<file path="src/rtl/alu_dp_pkg.sv">
// alu_dp_pkg: shared datapath widths, ALU opcodes and clear-sweep state type
package alu_dp_pkg;
  localparam int DATA_W = 16;
  localparam int ADDR_W = 3;
  localparam int NREGS  = 8;
  localparam logic [3:0] OP_ADD = 4'h0;
  localparam logic [3:0] OP_SUB = 4'h1;
  localparam logic [3:0] OP_AND = 4'h2;
  localparam logic [3:0] OP_OR  = 4'h3;
  localparam logic [3:0] OP_XOR = 4'h4;
  localparam logic [3:0] OP_NOT = 4'h5;
  localparam logic [3:0] OP_SHL = 4'h6;
  localparam logic [3:0] OP_SHR = 4'h7;
  localparam logic [3:0] OP_ADC = 4'h8;
  typedef enum logic {IDLE, SWEEP} clr_state_t;
endpackage

</file>
<file path="src/rtl/alu_flag_reg.sv">
// alu_flag_reg: carry/overflow status register feeding the ALU carry-in
module alu_flag_reg (
  input  logic clk,
  input  logic rst,
  input  logic flag_we,
  input  logic cout_in,
  input  logic v_in,
  output logic carry_q,
  output logic ovf_q
);
  always_ff @(posedge clk or posedge rst)
    if (rst) begin
      carry_q <= 1'b0;
      ovf_q   <= 1'b0;
    end else if (flag_we) begin
      carry_q <= cout_in;
      ovf_q   <= v_in;
    end
endmodule

</file>
<file path="src/rtl/alu_reg_file.sv">
// alu_reg_file: ALU operand register file with r0 hardwired to zero,
// optional write-through bypass, status flags and a sequential clear sweep
module alu_reg_file #(
  parameter int DATA_W = alu_dp_pkg::DATA_W,
  parameter int ADDR_W = alu_dp_pkg::ADDR_W,
  parameter int NREGS  = alu_dp_pkg::NREGS,
  parameter bit BYPASS = 1'b1
) (
  input  logic              clk,
  input  logic              rst,
  input  logic [ADDR_W-1:0] ra_addr,
  input  logic [ADDR_W-1:0] rb_addr,
  output logic [DATA_W-1:0] ra_data,
  output logic [DATA_W-1:0] rb_data,
  input  logic              wr_en,
  input  logic [ADDR_W-1:0] wr_addr,
  input  logic [DATA_W-1:0] wr_data,
  input  logic              flag_we,
  input  logic              cout_in,
  input  logic              v_in,
  output logic              carry_q,
  output logic              ovf_q,
  input  logic              clr_req,
  output logic              busy
);
  import alu_dp_pkg::clr_state_t;
  import alu_dp_pkg::IDLE;
  import alu_dp_pkg::SWEEP;
  localparam logic [ADDR_W-1:0] LAST = ADDR_W'(NREGS - 1);
  clr_state_t state, state_n;
  logic [ADDR_W-1:0] cnt, cnt_n;
  logic [DATA_W-1:0] regs [NREGS];
  logic we, byp_a, byp_b;
  assign busy  = state == SWEEP;
  assign we    = wr_en && !busy && wr_addr != '0;
  assign byp_a = BYPASS && we && wr_addr == ra_addr;
  assign byp_b = BYPASS && we && wr_addr == rb_addr;
  // we already excludes address 0, so bypass can never leak a value into r0
  assign ra_data = ra_addr == '0 ? '0 : byp_a ? wr_data : regs[ra_addr];
  assign rb_data = rb_addr == '0 ? '0 : byp_b ? wr_data : regs[rb_addr];
  always_ff @(posedge clk or posedge rst)
    if (rst) begin
      state <= IDLE;
      cnt   <= '0;
    end else begin
      state <= state_n;
      cnt   <= cnt_n;
    end
  always_comb begin
    state_n = state;
    cnt_n   = cnt;
    if (state == IDLE) begin
      if (clr_req) begin
        state_n = SWEEP;
        cnt_n   = ADDR_W'(1);
      end
    end else begin
      cnt_n = cnt + ADDR_W'(1);
      if (cnt == LAST) state_n = IDLE;
    end
  end
  always_ff @(posedge clk or posedge rst)
    if (rst) regs <= '{default: '0};
    else if (busy) regs[cnt] <= '0;
    else if (we) regs[wr_addr] <= wr_data;
  alu_flag_reg u_flags (
    .clk     (clk),
    .rst     (rst),
    .flag_we (flag_we),
    .cout_in (cout_in),
    .v_in    (v_in),
    .carry_q (carry_q),
    .ovf_q   (ovf_q)
  );
endmodule

</file>
<file path="config.mk">
export PLATFORM = sky130hd
export DESIGN_NAME = alu_reg_file
export DESIGN_NICKNAME = d
export VERILOG_FILES = /design/src/rtl/alu_dp_pkg.sv /design/src/rtl/alu_flag_reg.sv /design/src/rtl/alu_reg_file.sv
export SDC_FILE = /design/constraint.sdc
export NUM_CORES = 1
export LEC_CHECK = 0
export CAP_MARGIN = 10
export CORE_UTILIZATION = 60
export DETAILED_ROUTE_END_ITERATION = 16
export HOLD_SLACK_MARGIN = 0.03
export PLACE_DENSITY = 0.88
export SLEW_MARGIN = 40
export SYNTH_ARGS = -nofsm -noshare
export SYNTH_HDL_FRONTEND = slang
export SYNTH_SLANG_ARGS = --single-unit
</file>
<file path="constraint.sdc">
create_clock -name clk -period 11 [get_ports clk]
set_input_delay 2.2 -clock clk [delete_from_list [all_inputs] [get_ports clk]]
set_output_delay 2.2 -clock clk [all_outputs]
set_load 0.01 [all_outputs]
</file>
# Yosys cells after proc, flatten, opt, wreduce, memory -nomap -nowiden
# Index checks and enable logic that the tools add are counted.
# totals
register_bits	134
inputBits	32
output_inout_bits	35
elab_cells	62
# classes
addsub	1
order_cmp	6
eq_ne	3
muxes	22
n_bitwise	6
n_reduce_logical	12
# ops
cell	count
2-to-1 mux 128 bit	2
2-to-1 mux 16 bit	10
bitwise AND 128 bit	1
bitwise mux 128 bit	1
inverter 128 bit	1
binary-select mux 16 bit (select 3 bit)	2
demux 16 bit (select 3 bit)	2
greater-or-equal comparator 4 bit, second input constant	4
inverter 3 -> 4 bit	4
less-than comparator 4 x 1 -> 1 bit, second input constant	2
== test 3 bit	2
logical AND 1 bit	6
zero test 3 bit	2
2-to-1 mux 3 bit	2
nonzero test 2 bit	2
adder 3 x 1 -> 3 bit, second input constant	1
== test 3 bit, second input constant	1
2-to-1 mux 1 bit	3
nonzero test 3 bit	1
zero test 1 bit	1

# Logic depth before layout (Yosys ltp)
# logic_depth
ltp_word	8
depth_mapped	7
ltp_nobuf	4

# Modules after synthesis
# Synthesis repeated with hierarchy kept, for this count alone.
# hier_totals
cells_unflattened	547
hier_area_um2	7420.9
# by_module_without_submodules
module	n_inst	cells_per_inst	area_each_um2	seq_area_each_um2
alu_reg_file	1	542	7344.5	3303.2
alu_flag_reg	1	5	76.3	50.0

# Worst setup path before layout
# OpenSTA, ideal clock, no wires.
# synth_path
path_type	in2out
start	input port ra_addr[0]
end	output port ra_data[10]
t_arrival_ns	3.537
required_time_ns	8.800
slack_ns	5.263
path_stages	6
n_path_buf	2
cell_sequence	buf_2 > buf_2 > mux4_2 > mux2i_1 > o21ai_0 > o311a_1
# synth_via
elab_chain_len	6
elab_cells_between_ends	9
classes_between	eq/ne (1); mux (5); bitwise (1); reduce/logical (2)
# synth_rtl
element	line_no	text
start: declaration	alu_reg_file.sv:11	input logic [ADDR_W-1:0] ra_addr,
inverter 3 -> 4 bit (not written as such)	alu_reg_file.sv:39	assign ra_data = ra_addr == '0 ? '0 : byp_a ? wr_data : regs[ra_addr];
binary-select mux 16 bit (select 3 bit)	alu_reg_file.sv:39	
2-to-1 mux 16 bit (not written as such) (2 in a row)	alu_reg_file.sv:39	
2-to-1 mux 16 bit	alu_reg_file.sv:39	
2-to-1 mux 16 bit (*)	alu_reg_file.sv:39	
end: declaration	alu_reg_file.sv:13	output logic [DATA_W-1:0] ra_data,
# Mark *: on every way between the ends. The rest lies on a longest branch, timed or not. The select of a mux whose other input is x is not followed.

# Worst setup path after layout
# layout_path
start	input port ra_addr[2]
end	output port ra_data[9]
# Same word-level chain as after synthesis.

==> out/qor.yml <==
logic_synthesis:
  yosysMostFrequentCell: "dfrtp_1"
  dominantRegCellSynth: "dfrtp_1"
  synth_edf_count: 0
  yosysTopAreaCell: "dfrtp_1"
  ys_ff_latch: 134
  synth_top_area_share_pct: 45.1
  synth_area_um2: 7430
  synth_nets: 580
  ys_warn_count: 0
  synth_top_cells_by_count: "dfrtp_1, a22o_1, mux4_2"
  synth_cell_types: 34
  synth-async-reset-ratio_pct: 100
  syn_avg_cell_area_um2: 13.6
  ys_seq_area_share_pct: 45.1
  synth_cells: 546
  synth_area_leaders: "dfrtp_1, mux4_2, a22o_1"
clock_tree:
  htree_levels: 4
  cts_hold_buf: 0
  cts_setup_buffers: 0
  clk_latency_ps: 430
  numCtsBuffers: 17
  clockBufferDepth: 2
  ctsResizeCount: 0
  cts_sinks: 134
  cts_root_buf: "clkbuf_16"
  clkTransAtPathRegs_ps: 60
  cts_tree: "yes"
timing:
  worst_slack_ps: 3690
  setup-violations-final: 0
  fin_setup_tns_ps: 0
  fin_skew_ps: 10.0
  tightestPinTransition_ps: 811
  rsz0062_at_grt: "no"
  relSlewSlack_pct: 45.9
  period_needed_ps: 7310
  hold_violations: 0
  finalCritPeriodShare_pct: 66.5
  slew_viol_final: 0
  clock.fmax_mhz: 137
grt:
  antenna_found_initial: 0
  grt_pass1_wl_um: 34500
  gr-total-overflow: 0
  grt_pass1_vias: 6069
  grt_max_degree: 89
  grt_usage_pct: 36.8
die:
  coreArea_um2: 12100
  dieWidth_um: 113
  io_pins: 67
  initial_core_util_pct: 61.6
  rows: 40
  die_area_um2: 12800
  die_h_um: 113
cells_and_area:
  nFillCells: 764
  final_nets: 610
  drive_above_1_share_pct: 22.9
  seqCellArea_um2: 3350
  antenna_cells: 0
  multi_input_area_um2: 3780
  area_growth_pct: 18.6
place:
  pre_cts_ws_ps: 3850
  dp_hpwl_um: 12600
  port_buffers: 66
  gp_congestion: 0.873
job:
  drv_cap: 0
worst_setup_path:
  cpMostUsedCell: "clkdlybuf4s50_1"
  cp_top_family: "buffers and inverters"
  cp-end-kind: "output port"
  critPathMaxFanout: 34
  regToRegStartpoint: "busy$_DFF_PP0_"
  cp_num_buf_inv: 3
  cp-startpoint: "ra_addr[2]"
  crit_path_cell_trace: "clkdlybuf4s50_1 -> buf_4 -> xnor2_1 -> nand3_2 -> o21ai_0 -> o311a_1 -> clkdlybuf4s50_1"
  crit_required_ps: 8800
  slowest_delay_ps: 550
  cpMaxStageDelayCell: "clkdlybuf4s50_1"
  arrival_ps: 5110
  cp-start-kind: "primary input"
  criticalPathCategory: "in2out"
drt:
  via_per_inst: 7.62
  drt-initial-drc-count: 840
  ant_nets: 0
  drt-total-wl_um: 22100
  drc: 0
  wl_per_cell_um: 29.2
  drt-pass1-iter-count: 5
  dr_total_vias: 5771
power_and_ir_drop:
  max-vdd-ir-drop_uv: 144
  cellPowerDensity_nw_per_um2: 220
  p_leak_nw: 3.78
worst_hold_path:
  hold_path_class: "reg2reg"
  hold_start: "u_flags.carry_q$_DFFE_PP0P_"
run_status:
  status: "finished, final reports clean"
==> layout by cell type, fill, tap and decap left out, drive strengths merged <==
cell type and n:
ha 2, clkinv 4, nand2b 1, buf 20
nor4b 1, o21ai 34, nor3 4, o311ai 1
clkdlybuf4s50 64, a22o 112, a21oi 4, nand3 3
nor2 5, a41oi 1, mux4 64, nand2 5
nor4 2, dfrtp 134, a31oi 4, clkbuf 20
nand3b 1, xnor2 6, or3 2, inv 3
clkinvlp 3, mux2i 32, o311a 32, mux2 2
bufinv 5, nor2b 18
==> cells by family after synthesis <==
logic type	count (synthesis)	synth area share, %
AO/OA/AOI/OAI	188	21.1
flip-flops	134	45.1
multiplexers	98	24.0
buffers and inverters	76	4.85
AND/OR/NAND/NOR	42	3.87
XOR/XNOR	6	0.707
adder cells (fa/ha/maj)	2	0.337
==> per-layer routing <==
layer	wire [µm]	track usage, %	part of all wire, %
met2	10700	58.3	49
met1	8010	46.8	36
met5	0	0	0
met3	2380	8.84	11
met4	968	21.3	4.4
==> through the flow <==
step | cell area, µm² | hold WS (ps) | std cells | util, % | total power [W]
after floorplan | 7430 | 477 | 546 | - | 0.00108
after global placement | 8100 | 490 | 724 | 67.2 | 0.00124
after detailed placement | 8150 | 496 | 725 | 67.6 | 0.00128
after CTS | 8800 | 509 | 757 | 73.0 | 0.00192
after global routing | 8810 | 532 | 757 | 73.1 | 0.00199
final | 8810 | 503 | 757 | 73.1 | 0.00194
==> power breakdown <==
group / total, W / internal (W) / switching [W]
sequential: 0.000730 / 0.000611 / 0.000119
combinational: 0.000575 / 0.000293 / 0.000282
clock: 0.000631 / 0.000413 / 0.000219
==> flip-flops by register name (all words and copies together), names as in the netlist <==
name / cells
u_flags.ovf_q: 1
cnt: 3
u_flags.carry_q: 1
busy: 1
regs: 128
==> layout make-up <==
type,instances,share of cell area [%]
inverter,2,0.114
tap,168,2.39
clock buffer,19,5.14
timing repair buffer,85,9.16
clock inverter,13,2.29
sequential,134,38.0
multi-input combinational,336,42.9
==> final timing paths <==
path | end | slack (ps) | cells past startpoint
max reg2reg | regs[106]$_DFFE_PP0P_ | 8480 | 5
max | ra_data[9] | 3690 | 7
min | u_flags.carry_q$_DFFE_PP0P_ | 500 | 1
min reg2reg | u_flags.carry_q$_DFFE_PP0P_ | 500 | 1
min in group asynchronous | regs[45]$_DFFE_PP0P_ | 2200 | 2
max in group asynchronous | regs[47]$_DFFE_PP0P_ | 7620 | 3
==> worst reg2reg max path, cell delays in order, from the launching register on <==
cell,delay [ps]
dfrtp_1,800
nand2b_4,340
nor4b_4,70
buf_4,270
a31oi_4,690
a22o_1,290
(Power assumes the default switching activity.)
